**config.mk**
```make
export PLATFORM = sky130hd
export DESIGN_NAME = maze_move_probe
export DESIGN_NICKNAME = d
export VERILOG_FILES = /design/src/rtl/maze_move_probe.sv
export SDC_FILE = /design/constraint.sdc
export NUM_CORES = 1
export LEC_CHECK = 0
export ABC_AREA = 1
export CAP_MARGIN = 10
export CORE_MARGIN = 2
export CORE_UTILIZATION = 55
export CTS_CLUSTER_DIAMETER = 100
export CTS_CLUSTER_SIZE = 24
export DETAILED_ROUTE_END_ITERATION = 12
export PLACE_DENSITY = 0.78
export SYNTH_ARGS = -nofsm -noshare
export SYNTH_HDL_FRONTEND = slang
export SYNTH_SLANG_ARGS = --single-unit
```
**constraint.sdc**
```tcl
create_clock -name Clk -period 3.3 [get_ports Clk]
set_clock_uncertainty 0.05 [all_clocks]
set_input_delay 0.66 -clock Clk [delete_from_list [all_inputs] [get_ports Clk]]
set_output_delay 0.66 -clock Clk [all_outputs]
set_load 0.005 [all_outputs]
```
**src/rtl/maze_move_probe.sv**
```systemverilog
// Per-frame player move validator: probes destination pixels against the maze wall
// decoder and commits the move only if all are clear. Define MAZE_PROBE_FULL_BOX_EN to scan the whole box.
module maze_move_probe #(
    parameter int unsigned BOX_SIZE = 4,
    parameter int unsigned STEP     = 1,
    parameter logic [9:0]  START_X  = 10'd267,
    parameter logic [9:0]  START_Y  = 10'd187
) (
    input  logic       Clk,
    input  logic       Reset,
    input  logic       frame_clk,
    input  logic       move_req,
    input  logic [1:0] dir,
    output logic [9:0] probe_x,
    output logic [9:0] probe_y,
    input  logic       probe_hit,
    output logic [9:0] pos_x,
    output logic [9:0] pos_y,
    output logic       busy,
    output logic       moved,
    output logic       blocked
);

    localparam int unsigned CW = 10;
    localparam int unsigned XW = 11;
    localparam int unsigned KW = 5;

    localparam logic [XW-1:0] X_MAX  = XW'(639);
    localparam logic [XW-1:0] Y_MAX  = XW'(479);
    localparam logic [CW-1:0] STEP_W = CW'(STEP);
    localparam logic [CW-1:0] EDGE   = CW'(BOX_SIZE - 1);
    localparam logic [XW-1:0] REACH  = XW'(STEP + BOX_SIZE - 1);
    localparam logic [KW-1:0] K_LAST = KW'(BOX_SIZE - 1);

    typedef enum logic [1:0] {S_IDLE, S_PROBE, S_COMMIT, S_REJECT} state_t;

    state_t        state;
    logic          sync1, sync2, sync3;
    logic          fe;
    logic [CW-1:0] cx, cy;
    logic [KW-1:0] k_i;
`ifdef MAZE_PROBE_FULL_BOX_EN
    logic [KW-1:0] k_j;
`else
    logic [1:0]    dir_q;
`endif

    logic [CW-1:0] cand_x, cand_y;
    logic [CW-1:0] first_x, first_y;
    logic          range_ok;
    logic          probe_last;

    // frame_clk is asynchronous: two-flop synchronizer plus rising-edge detect
    always_ff @(posedge Clk) begin
        if (Reset) begin
            sync1 <= 1'b0;
            sync2 <= 1'b0;
            sync3 <= 1'b0;
        end else begin
            sync1 <= frame_clk;
            sync2 <= sync1;
            sync3 <= sync2;
        end
    end

    assign fe = sync2 & ~sync3;

    // Candidate position, range check (11-bit so wrap can never pass) and first probe pixel
    always_comb begin
        cand_x   = pos_x;
        cand_y   = pos_y;
        range_ok = 1'b0;
        case (dir)
            2'b00: begin
                cand_y   = pos_y - STEP_W;
                range_ok = ({1'b0, pos_y} >= {1'b0, STEP_W});
            end
            2'b01: begin
                cand_y   = pos_y + STEP_W;
                range_ok = (({1'b0, pos_y} + REACH) <= Y_MAX);
            end
            2'b10: begin
                cand_x   = pos_x - STEP_W;
                range_ok = ({1'b0, pos_x} >= {1'b0, STEP_W});
            end
            default: begin
                cand_x   = pos_x + STEP_W;
                range_ok = (({1'b0, pos_x} + REACH) <= X_MAX);
            end
        endcase

        first_x = cand_x;
        first_y = cand_y;
`ifndef MAZE_PROBE_FULL_BOX_EN
        if (dir == 2'b01) first_y = cand_y + EDGE;
        if (dir == 2'b11) first_x = cand_x + EDGE;
`endif
    end

`ifdef MAZE_PROBE_FULL_BOX_EN
    assign probe_last = (k_i == K_LAST) && (k_j == K_LAST);
`else
    assign probe_last = (k_i == K_LAST);
`endif

    always_ff @(posedge Clk) begin
        if (Reset) begin
            state   <= S_IDLE;
            pos_x   <= START_X;
            pos_y   <= START_Y;
            probe_x <= '0;
            probe_y <= '0;
            busy    <= 1'b0;
            moved   <= 1'b0;
            blocked <= 1'b0;
            cx      <= '0;
            cy      <= '0;
            k_i     <= '0;
`ifdef MAZE_PROBE_FULL_BOX_EN
            k_j     <= '0;
`else
            dir_q   <= 2'b00;
`endif
        end else begin
            moved   <= 1'b0;
            blocked <= 1'b0;
            case (state)
                S_IDLE: begin
                    if (fe && move_req) begin
                        cx   <= cand_x;
                        cy   <= cand_y;
                        k_i  <= '0;
                        busy <= 1'b1;
`ifdef MAZE_PROBE_FULL_BOX_EN
                        k_j  <= '0;
`else
                        dir_q <= dir;
`endif
                        if (range_ok) begin
                            probe_x <= first_x;
                            probe_y <= first_y;
                            state   <= S_PROBE;
                        end else begin
                            blocked <= 1'b1;
                            state   <= S_REJECT;
                        end
                    end
                end
                S_PROBE: begin
                    if (probe_hit) begin
                        blocked <= 1'b1;
                        state   <= S_REJECT;
                    end else if (probe_last) begin
                        moved <= 1'b1;
                        state <= S_COMMIT;
                    end else begin
`ifdef MAZE_PROBE_FULL_BOX_EN
                        // Row-major walk: i inner along X, j outer along Y
                        if (k_i == K_LAST) begin
                            k_i     <= '0;
                            k_j     <= k_j + KW'(1);
                            probe_x <= cx;
                            probe_y <= probe_y + CW'(1);
                        end else begin
                            k_i     <= k_i + KW'(1);
                            probe_x <= probe_x + CW'(1);
                        end
`else
                        // Vertical moves walk the edge along X, horizontal moves along Y
                        k_i <= k_i + KW'(1);
                        if (dir_q[1]) probe_y <= probe_y + CW'(1);
                        else          probe_x <= probe_x + CW'(1);
`endif
                    end
                end
                S_COMMIT: begin
                    pos_x <= cx;
                    pos_y <= cy;
                    busy  <= 1'b0;
                    state <= S_IDLE;
                end
                S_REJECT: begin
                    busy  <= 1'b0;
                    state <= S_IDLE;
                end
                default: begin
                    busy  <= 1'b0;
                    state <= S_IDLE;
                end
            endcase
        end
    end

endmodule

```
## Word level (Yosys, flattened, before mapping)

Cells that the tools add are included.

| cells by class | value |
|---|---|
| $add $sub $neg | 11 |
| multipliers | 0 |
| divide/modulo/power cells | 0 |
| $lt $le $gt $ge | 4 |
| eq/ne operators | 14 |
| shift operators | 0 |
| mux-type cells | 33 |
| bitwise logic cells | 3 |
| reduce and logical (&&, ||, !) cells | 14 |

Operator list:

| operator | count |
|---|---|
| two-way mux 10 bit | 12 |
| one-hot mux 10 bit (2 select lines) | 4 |
| adder 10 x 1 -> 10 bit, second input constant | 4 |
| adder 10 x 3 -> 11 bit, second input constant | 2 |
| adder 10 x 2 -> 10 bit, second input constant | 2 |
| greater-or-equal comparator 10 x 1 -> 1 bit, second input constant | 2 |
| subtractor 10 x 1 -> 10 bit, second input constant | 2 |
| two-way mux 5 bit | 3 |
| != test 2 bit, second input constant | 6 |
| AND reduction 6 bit | 2 |
| less-or-equal comparator 11 x 10 -> 1 bit, second input constant | 1 |
| less-or-equal comparator 11 x 9 -> 1 bit, second input constant | 1 |
| one-hot mux 5 bit (2 select lines) | 1 |
| == test 2 bit, second input constant | 4 |
| two-way mux 2 bit | 4 |
| one-hot mux 2 bit (3 select lines) | 1 |
| AND reduction 2 bit | 3 |
| adder 5 x 1 -> 5 bit, second input constant | 1 |
| == test 5 x 2 -> 1 bit, second input constant | 1 |
| two-way mux 1 bit | 5 |
| == test 2 x 1 -> 1 bit, second input constant | 2 |
| zero test 2 bit | 2 |
| one-hot mux 1 bit (2 select lines) | 2 |
| AND reduction 4 bit | 1 |
| other kinds (8) | 11 |

| word-level totals | value |
|---|---|
| bits in registers | 75 |
| latch bits | 0 |
| bits in writable memories | 0 |
| memory bits (read-only) | 0 |
| bits of input ports | 7 |
| output and inout bits | 43 |
| word-level logic and storage cells | 94 |
| memories kept | 0 |

## Depth between registers and ports, before layout

Gate-level depths: netlist of run 1.

| logic depth | value |
|---|---|
| depth after elaboration | 8 |
| gate-level depth with buffers | 18 |
| gate-level depth less buffers | 18 |

## Least setup slack after synthesis of run 1

Ideal clock, no wire load.

| path | value |
|---|---|
| path kind | input to register |
| start | input dir[1] |
| end | register probe_x[8] |
| library setup time | 0.111 ns |
| arrival time | 2.343 ns |
| data required time | 3.139 ns |
| slack | 0.796 ns |
| stages | 14 |
| path buffers | 2 |
| path through | buf_4 buf_6 nand3_1 nand3_1 ha_1 or2_2 nor2_1 nand3_1 nor2_1 nand3_1 nand3_1 nand2_1 nor2_1 nor2_1 |

| on the way | value |
|---|---|
| word-level cells in the longest chain between the ends | 8 |
| elaborated cells on any way between the ends | 14 |
| those cells by class | 1 x add/sub; 4 x eq/ne; 6 x mux; 3 x reduce/logical |

Ends and longest elaborated chain:

| element | RTL line | RTL |
|---|---|---|
| start: declaration | 13 | `input logic [1:0] dir,` |
| == test 2 x 1 -> 1 bit / zero test 2 bit (equally long branches) | 73 | `case (dir)` |
| OR reduction 2 bit (no line) | - |  |
| one-hot mux 10 bit (2 select lines) | 73 |  |
| adder 10 x 2 -> 10 bit | 96 | `if (dir == 2'b11) first_x = cand_x + EDGE;` |
| two-way mux 10 bit | 96 |  |
| two-way mux 10 bit | 139 | `if (range_ok) begin` |
| two-way mux 10 bit | 129 | `if (fe && move_req) begin` |
| one-hot mux 10 bit (2 select lines) | 127 | `case (state)` |
| end signal: assignment | 140 | `probe_x <= first_x;` |
| end signal: assignment | 172 | `else probe_x <= probe_x + CW'(1);` |
| end: declaration | 14 | `output logic [9:0] probe_x,` |

Several ways; a longest one is shown, not always the timed one. The select of a mux whose other input is x is not followed.
A chain may end at the register's enable or synchronous reset.

## Worst setup path after layout of run 1

| path | value |
|---|---|
| start | input dir[1] |
| end | register probe_x[6] |

The elaborated chain is that of the path after synthesis.

==> reports/qor.tcl, run 1 <==
set qor(placementRows) 34
set qor(seqPwrFrac_pct) 46.3
set qor(floorplan.die.height_um) 98.7
set qor(clockPowerShare_pct) 37.7
set qor(ys_types) 41
set qor(startpoint_class) {input port}
set qor(dr.first_iter.drc_count) 331
set qor(core-area_um2) 8720
set qor(numPortBuffers) 49
set qor(timing.fmax_ghz) 0.345
set qor(synth_top_family_by_area) {simple AND/OR/NAND/NOR gates}
set qor(min_period_over_period_pct) 87.8
set qor(post-cts-setup-buffer-count) 0
set qor(clkSlewWorstSetupHoldPaths_ns) 0.08
set qor(synthSimpleGateAreaFrac_pct) 39.5
set qor(numClockSinks) 74
set qor(post_route_cells_drive_above_1_share_pct) 7.54
set qor(yosys_warnings) 0
set qor(hpwlAfterDp_um) 9600
set qor(die_area_um2) 9740
set qor(most-common-layout-cells) {197 x nand2_1, 102 x nand3_1, 86 x nor2_1}
set qor(hold_bufs_at_cts) 0
set qor(post_cts_resize_count) 0
set qor(p_leak_nw) 2.51
set qor(worstMarginPinSlew_ns) 0.688
set qor(internal_power_mw) 1.45
set qor(synth-xor-area-share_pct) 1.78
set qor(tritoncts) {built}
set qor(pin_count_of_the_biggest_net_entering_global_routing) 30
set qor(postSynthNetCount) 810
set qor(slew-limit-headroom_pct) 54.0
set qor(grt_setup_unrepaired) {no}
set qor(commonest_non_fill_non_tap_cell_in_the_layout) {nand2_1}
set qor(post_synth_fa_ha_maj_area_fraction_pct) 4.57
set qor(pwr_total_mw) 2.05
set qor(syn-mean-instance-area_um2) 6.28
set qor(gp_routability_congestion) 0.862
set qor(clk_path_buf_depth) 2
set qor(slew_viol_final) 0
set qor(initial_utilization_pct) 56.6
set qor(p_switching_mw) 0.598
set qor(max_cap_violations) 0
set qor(yosys_register_bits) 74
set qor(post-route-min-period_ns) 2.90
set qor(antenna_cells) 0
set qor(clk-insertion-delay-late_ns) 0.36
set qor(wl_um) 13400
set qor(fraction_of_the_mapped_netlist_area_in_compound_gates_pct) 14.1
set qor(vias_per_cell) 5.64
set qor(worst_ir_drop_vdd_uv) 202
set qor(setup_viol_count_final) 0
set qor(area_growth_syn_to_layout_pct) 16.1
set qor(post_synth_mux_area_share_pct) 0
set qor(timing.critical_path.fanout_max) 9
set qor(route.vias.total) 5317
set qor(cts_buffers) 9
set qor(routedWlPerCell_um) 14.2
set qor(htreeDepth) 3
set qor(combinationalPowerShare_pct) 16.0
set qor(worstSetupPathType) {input port to register}
set qor(netlist_area_um2) 4930
set qor(nNetsFinal) 856
set qor(run_status) {finished, final reports clean}
set qor(overflow) 0
set qor(power-per-cell-area_nw_per_um2) 358
set qor(io_pins) 50
set qor(crit_required_ns) 3.51
set qor(number_of_antenna_violations_at_the_first_check_in_global_routing) 0
set qor(synth.yosys.seq_area_share_pct) 30.0
set qor(first_pass_iters) 5
set qor(hold_violations) 0
set qor(final.setup.tns_ns) 0
set qor(cp-startpoint) {dir[1]}
set qor(final_antenna_net_count) 0
set qor(global_route.usage.total_pct) 28.0
set qor(wire_length_of_the_first_global_routing_pass_um) 22600
set qor(worstPathArrival_ns) 3.11
set qor(remaining_design_rule_violation_count) 0
set qor(reg2reg_from) {pos_x[0]}
set qor(first_global_vias) 4928
set qor(timing.hold.worst.start) {sync1}
set qor(critical_path.endpoint_type) {register}
set qor(hold_class) {register to register}
set qor(chipWidth_um) 98.7
set qor(synthesis.instances) 785
set qor(clock-root-buffer) {clkbuf_8}
set qor(switching_share_pct) 29.2
-- final cells by class --
class / instances / area, um2
well taps: 108 / 135
flip-flops and latches: 74 / 1480
repair buffers: 63 / 596
fillers: 805 / 3000
clock buffers: 12 / 165
inverters: 92 / 345
multi-input cells: 591 / 2960
clock inverters: 3 / 47.5
-- logic make-up (layout without fill, tap and decap cells) --
group,after synthesis,after routing
and+or+nand+nor,438,438
adders and majority gates,18,18
DFF,74,74
xor gates and xnor gates,10,10
AOI/OAI and AO/OA,125,125
buffers and inverters,120,170
-- worst paths after layout --
check                                   to  slack (ns)  cells after the start
worst max-delay path            probe_x[6]        0.40                     13
worst min register to register       sync2        0.36                      2
worst max register to register  probe_x[6]        0.42                     14
worst min-delay path                 sync2        0.36                      2
-- cells in the mapped netlist --
master / n / area, um2
o31ai_1: 1 / 7.51
or2_2: 2 / 12.5
a21oi_1: 38 / 190
o21ai_2: 1 / 8.76
o21bai_1: 3 / 22.5
o22ai_1: 5 / 31.3
o211ai_1: 10 / 75.1
nor2_2: 7 / 43.8
nand3_1: 102 / 510
clkbuf_1: 15 / 56.3
a21boi_0: 1 / 7.51
xor2_1: 8 / 70.1
buf_4: 4 / 30.0
a31o_2: 1 / 8.76
or2_0: 1 / 6.26
nand2_4: 4 / 45.0
a21boi_2: 1 / 11.3
o21ai_1: 3 / 15.0
buf_2: 6 / 30.0
nand2_8: 1 / 20.0
o221a_2: 1 / 11.3
ha_1: 18 / 225
nand2_2: 5 / 31.3
nor3b_1: 1 / 7.51
nand4_1: 18 / 113
inv_2: 7 / 26.3
dfxtp_1: 74 / 1480
inv_1: 83 / 312
a21oi_2: 1 / 8.76
nand3b_1: 2 / 15.0
a211oi_1: 1 / 7.51
xnor2_1: 2 / 17.5
buf_6: 3 / 33.8
nand2_1: 197 / 739
nor2_1: 86 / 323
o21ai_0: 58 / 290
nand3_2: 1 / 10.0
nor4_1: 2 / 12.5
nor3_1: 7 / 35.0
clkinv_1: 2 / 7.51
nor2_4: 2 / 22.5
-- stage by stage --
step | hold WS [ns] | utilization [%] | instance area, um2 | worst slack (ns) | cells
after CTS | 0.359 | 65.7 | 5730 | 0.438 | 943
final | 0.357 | 65.7 | 5730 | 0.403 | 943
after floorplan | 0.338 | - | 4930 | 0.796 | 785
after global placement | 0.341 | 63.2 | 5510 | 0.160 | 928
after detailed placement | 0.348 | 63.2 | 5510 | 0.0675 | 928
after global routing | 0.377 | 65.7 | 5730 | 0.157 | 943
-- worst max-delay path, cell delays in order --
cell and delay, ns:
clkdlybuf4s50_1 0.71, buf_4 0.25, xnor2_1 0.09, ha_1 0.19, or2_2 0.31, nor2_1 0.16
nand3_1 0.15, nor2_1 0.19, nand2_1 0.07, nand3_1 0.08, o21ai_0 0.10, nor2_1 0.11
nor2_1 0.04
-- routing by layer --
layer / vias up / wire [um] / GRT usage, %
met5: - / 0 / 0
met4: 0 / 214 / 9.91
met3: 18 / 770 / 4.40
met2: 189 / 6630 / 48.5
met1: 2452 / 5740 / 35.5
li1: 2658 / - / -
-- flip-flops by register name, summed over array words and instances (netlist names) --
register / flops
pos_x: 10
probe_x: 10
dir_q: 1
sync3: 1
probe_y: 10
moved: 1
k_i: 5
cx: 10
pos_y: 10
cy: 10
busy: 1
state: 2
sync2: 1
blocked: 1
sync1: 1
-- power groups by stage --
stage | registers (mW) | logic [mW] | clock network (mW)
after floorplan | 0.963 | 0.221 | 0
after global placement | 0.970 | 0.315 | 0
after detailed placement | 0.971 | 0.321 | 0
after CTS | 0.950 | 0.323 | 0.776
after global routing | 0.955 | 0.368 | 0.818
final | 0.951 | 0.327 | 0.774
(Power assumes the default switching activity.)
==> run 2, diff against run 1 <==
- CORE_UTILIZATION: 55 -> 40
- PLACE_DENSITY: 0.78 -> 0.56
==> run 2 against run 1 <==
  * Critical endpoint unchanged
  * Count of clock-buffer cells in the layout is 2 lower
  * Power is 11% higher
  * Clock power rose by 28%
  * Cell count is 4.6% higher
  * Wire length grew 5.8%
  * Setup slack gained 0.039 ns
  * Critical path type is now register to register
  * Highest routed layer unchanged
==> reports/qor.tcl, run 2 (synthesis results as in run 1) <==
set qor(run_status) {finished, final reports clean}
set qor(startpoint_class) {register}
set qor(worst_path_max_delay_cell) {dfxtp_1}
set qor(wl_um) 14100
set qor(timing.fmax_ghz) 0.350
set qor(final_antenna_net_count) 0
set qor(htreeDepth) 3
set qor(placementRows) 40
set qor(gp_routability_congestion) 0.855
set qor(remaining_design_rule_violation_count) 0
set qor(clock-root-buffer) {clkbuf_16}
set qor(global_route.usage.total_pct) 22.4
set qor(final.setup.tns_ns) 0
set qor(r2r_setup_slack_ns) 0.44
set qor(delay_of_the_slowest_cell_on_the_worst_path_ns) 0.51
set qor(dr.first_iter.drc_count) 288
set qor(commonest_non_fill_non_tap_cell_in_the_layout) {nand2_1}
set qor(cts_buffers) 9
set qor(crit_required_ns) 3.49
set qor(p_leak_nw) 2.56
set qor(slew_viol_final) 0
set qor(power-per-cell-area_nw_per_um2) 387
set qor(number_of_cells_on_the_worst_reg_to_reg_path) 14
set qor(clk_path_buf_depth) 2
set qor(grt_setup_unrepaired) {no}
set qor(slew-limit-headroom_pct) 52.5
set qor(antenna_cells) 0
set qor(reg2reg_from) {pos_x[0]}
set qor(crit_path_cell_trace) {inv_1 > ha_1 > nand3_1 > nand3_1 > ha_1 > or2_2 > nor2_1 > nand3_1 > nor2_1 > nand2_1 > nand3_1 > o21ai_0 > nor2_1 > nor2_1}
set qor(cp_num_buf_inv) 1
set qor(initial_utilization_pct) 41.1
set qor(routedWlPerCell_um) 14.3
set qor(first_pass_iters) 5
set qor(worst_ir_drop_vdd_uv) 215
set qor(worstMarginPinSlew_ns) 0.710
set qor(wire_length_of_the_first_global_routing_pass_um) 23800
set qor(numPortBuffers) 49
set qor(clk-insertion-delay-late_ns) 0.34
set qor(setup_viol_count_final) 0
set qor(area_growth_syn_to_layout_pct) 19.2
set qor(critical_path.top_delay_family) {simple AND/OR/NAND/NOR gates}
set qor(fin_area_um2) 5880
set qor(overflow) 0
set qor(pin_count_of_the_biggest_net_entering_global_routing) 29
set qor(tritoncts) {built}
set qor(number_of_antenna_violations_at_the_first_check_in_global_routing) 0
set qor(nNetsFinal) 860
set qor(min_period_over_period_pct) 86.6
set qor(max_cap_violations) 0
set qor(io_pins) 50
set qor(timing.hold.worst.start) {sync1}
set qor(floorplan.die.height_um) 115
set qor(critical_path.endpoint_type) {register}
set qor(clkSlewWorstSetupHoldPaths_ns) 0.06
set qor(hold_bufs_at_cts) 0
set qor(post_cts_resize_count) 0
set qor(core-area_um2) 12000
set qor(hold_violations) 0
set qor(vias_per_cell) 5.29
set qor(numClockSinks) 74
set qor(timing.critical_path.fanout_max) 8
set qor(hold_class) {register to register}
set qor(die_area_um2) 13200
set qor(route.vias.total) 5214
set qor(hpwlAfterDp_um) 10400
set qor(post_route_cells_drive_above_1_share_pct) 7.87
set qor(post-cts-setup-buffer-count) 0
set qor(critical_path.reg2reg.endpoint) {probe_x[6]}
set qor(most-common-layout-cells) {197 x nand2_1, 102 x nand3_1, 86 x nor2_1}
set qor(chipWidth_um) 115
set qor(first_global_vias) 5019
set qor(timing.critical_path.depth) 14
set qor(hold-path-cell-count) 2
set qor(hold-path-endpoint) {sync2}
set qor(place_area_um2) 5590
set qor(worstPathArrival_ns) 3.05
set qor(post-route-min-period_ns) 2.86
set qor(worstSetupPathType) {register to register}
-- run 2: per-layer routing --
| metal | GRT usage, % | vias to the layer above | wire (um) |
|---|---|---|---|
| li1 | - | 2671 | - |
| met2 | 38.2 | 131 | 6820 |
| met5 | 0 | - | 0 |
| met1 | 28.1 | 2384 | 6420 |
| met3 | 2.74 | 28 | 483 |
| met4 | 10.8 | 0 | 405 |
-- run 2: how the worst max path moves through the flow --
| stage | startpoint | endpoint | slack, ns |
|---|---|---|---|
| after global routing | pos_x[0] | probe_x[8] | 0.20 |
| final | pos_x[0] | probe_x[6] | 0.44 |
| after detailed placement | dir[1] | probe_x[6] | 0.17 |
| after CTS | pos_x[0] | probe_x[6] | 0.47 |
| after floorplan | dir[1] | probe_x[8] | 0.80 |
| after global placement | dir[1] | probe_x[8] | 0.22 |
-- run 2: area by class of cell --
class / count / area, um2
Multi-Input combinational cell: 591 / 2960
Timing Repair Buffer: 67 / 626
Clock buffer: 10 / 229
Sequential cell: 74 / 1480
Inverter: 92 / 345
Tap cell: 147 / 184
Fill cell: 1263 / 6130
Clock inverter: 5 / 56.3
-- run 2: worst register-to-register path: stages (launching register included) --
cell and delay [ns]:
dfxtp_1 0.51, inv_1 0.18, ha_1 0.34, nand3_1 0.11
nand3_1 0.15, ha_1 0.22, or2_2 0.32, nor2_1 0.16
nand3_1 0.15, nor2_1 0.20, nand2_1 0.07, nand3_1 0.08
o21ai_0 0.08, nor2_1 0.11, nor2_1 0.05
-- run 2: power by group --
group / switching [mW] / internal, mW
Clock: 0.408 / 0.581
Sequential: 0.0317 / 0.920
Combinational: 0.205 / 0.128
Total: 0.645 / 1.63
-- run 2: through the flow --
stage	setup WS (ns)	std cells	power (mW)	hold WS, ns	util [%]
CTS	0.470	986	2.29	0.356	48.9
finish	0.442	986	2.27	0.353	48.9
global placement	0.224	971	1.30	0.341	46.6
floorplan	0.796	785	1.18	0.338	-
detailed placement	0.166	971	1.30	0.347	46.6
global route	0.198	986	2.37	0.367	48.9
==> run 3, diff against run 2 <==
- CORE_UTILIZATION: 40 -> 58
- HOLD_SLACK_MARGIN: not set -> 0.12
- PLACE_DENSITY: 0.56 -> 0.77
==> run 3 against run 2 <==
  * Final area is 3.1% lower
  * Worst hold slack improved by 0.0039 ns
  * Core utilization up 20 points
  * Maximum frequency is 2.4% lower
  * Clock power fell by 27%
  * Non-clock buffer count is 5 lower
  * Critical path depth rose by 1
  * Flip-flop and latch count unchanged
  * Setup slack worse by 0.071 ns
  * Critical endpoint unchanged
  * Largest power group is now registers
==> reports/qor.tcl, run 3 (synthesis results as in run 1) <==
set qor(slew_viol_final) 0
set qor(area_growth_syn_to_layout_pct) 15.4
set qor(wire_length_of_the_first_global_routing_pass_um) 22300
set qor(cp_num_buf_inv) 2
set qor(post-cts-setup-buffer-count) 0
set qor(place_ws_ns) 0.0589
set qor(final_critical_path_setup_slack_ns) 0.370
set qor(clk-insertion-delay-late_ns) 0.35
set qor(htreeDepth) 3
set qor(hold_violations) 0
set qor(floorplan.die.height_um) 96.2
set qor(hold_bufs_at_cts) 0
set qor(post-route-min-period_ns) 2.93
set qor(wl_um) 13200
set qor(number_of_antenna_violations_at_the_first_check_in_global_routing) 0
set qor(numClockSinks) 74
set qor(antenna_cells) 0
set qor(min_period_over_period_pct) 88.8
set qor(pin_count_of_the_biggest_net_entering_global_routing) 31
set qor(crit_required_ns) 3.50
set qor(grt_setup_unrepaired) {no}
set qor(hpwlAfterDp_um) 9680
set qor(final.setup.tns_ns) 0
set qor(numPortBuffers) 49
set qor(remaining_design_rule_violation_count) 0
set qor(delay_of_the_slowest_cell_on_the_worst_path_ns) 0.61
set qor(chipWidth_um) 96.2
set qor(slew-limit-headroom_pct) 56.9
set qor(overflow) 0
set qor(tritoncts) {built}
set qor(core-area_um2) 8220
set qor(clock-root-buffer) {clkbuf_8}
set qor(worst_path_max_delay_cell) {clkdlybuf4s50_1}
set qor(gp_routability_congestion) 0.921
set qor(nNetsFinal) 855
set qor(worstSetupPathType) {input port to register}
set qor(global_route.usage.total_pct) 30.5
set qor(cts_buffers) 9
set qor(placementRows) 33
set qor(power-per-cell-area_nw_per_um2) 351
set qor(route.vias.total) 5271
set qor(io_pins) 50
set qor(routedWlPerCell_um) 14.0
set qor(vias_per_cell) 5.61
set qor(worstMarginPinSlew_ns) 0.645
set qor(die_area_um2) 9260
set qor(crit_path_cell_trace) {clkdlybuf4s50_1 > nand2_4 > inv_1 > nand2_1 > nand3_1 > ha_1 > or2_2 > nor2_1 > nand3_1 > nor2_1 > nand2_1 > nand3_1 > o21ai_0 > nor2_1 > nor2_1}
set qor(first_pass_iters) 5
set qor(dr.first_iter.drc_count) 280
set qor(critPathMostFrequentCell) {nor2_1}
set qor(setup_viol_count_final) 0
set qor(startpoint_class) {input port}
set qor(timing.fmax_ghz) 0.341
set qor(first_global_vias) 4825
set qor(r2r_setup_slack_ns) 0.45
set qor(worst_ir_drop_vdd_uv) 243
set qor(max_cap_violations) 0
set qor(clkSlewWorstSetupHoldPaths_ns) 0.09
set qor(commonest_non_fill_non_tap_cell_in_the_layout) {nand2_1}
set qor(number_of_fill_cells) 752
set qor(hold_class) {register to register}
set qor(critical_path.endpoint_type) {register}
set qor(run_status) {finished, final reports clean}
set qor(timing.critical_path.fanout_max) 9
set qor(layout.core_utilization_pct) 69.3
set qor(post_route_cells_drive_above_1_share_pct) 7.43
set qor(final_antenna_net_count) 0
set qor(critical_path.top_delay_family) {simple AND/OR/NAND/NOR gates}
set qor(most-common-layout-cells) {197 x nand2_1, 102 x nand3_1, 86 x nor2_1}
set qor(initial_utilization_pct) 60.0
set qor(post_cts_resize_count) 0
set qor(worstPathArrival_ns) 3.13
set qor(p_leak_nw) 2.49
set qor(clk_path_buf_depth) 2
run 3: changes by cell type in the layout (fill, tap and decap cells not counted):
cell       delta
clkbuf_8      +9
clkbuf_16     -9
inv_6         +1
buf_4         -5
run 3: per-stage QoR:
step	hold WS, ns	area, um2	power [mW]	cells
global route	0.388	5690	2.09	940
floorplan	0.338	4930	1.18	785
finish	0.357	5690	2.00	940
global placement	0.343	5500	1.29	924
detailed placement	0.346	5500	1.29	924
CTS	0.358	5690	2.00	940
run 3: report_power, final:
group,internal [mW],switching (mW)
combinational,0.124,0.203
sequential,0.918,0.0311
clock,0.351,0.368
total,1.39,0.602
run 3: tightest hold or removal path, delay by kind of cell (launching register included):
family | cells | cell delay, ns
buffers and inverters | 1 | 0.04
DFF | 1 | 0.30
and+or+nand+nor | 1 | 0.03
run 3: path summary, 6_finish.rpt:
path / start / endpoint / depth (start not counted)
max reg2reg: pos_x[0] / probe_x[6] / 14
min: sync1 / sync2 / 2
min reg2reg: sync1 / sync2 / 2
max: dir[1] / probe_x[6] / 15
run 3: cell type report:
cell class / count / area [um2] / share of cell area [%]
inverters: 92 / 345 / 6.06
multi-input cells: 591 / 2960 / 51.9
flip-flops and latches: 74 / 1480 / 26.0
clock inverters: 6 / 65.1 / 1.14
well taps: 105 / 131 / 2.31
clock buffers: 10 / 128 / 2.24
repair buffers: 62 / 588 / 10.3
run 3: metal layers:
layer | up-vias | routed length [um] | GRT usage [%]
li1 | 2661 | - | -
met1 | 2416 | 5790 | 38.9
met2 | 172 | 6510 | 52.8
met3 | 22 | 603 | 3.21
met4 | 0 | 290 | 11.2
met5 | - | 0 | 0
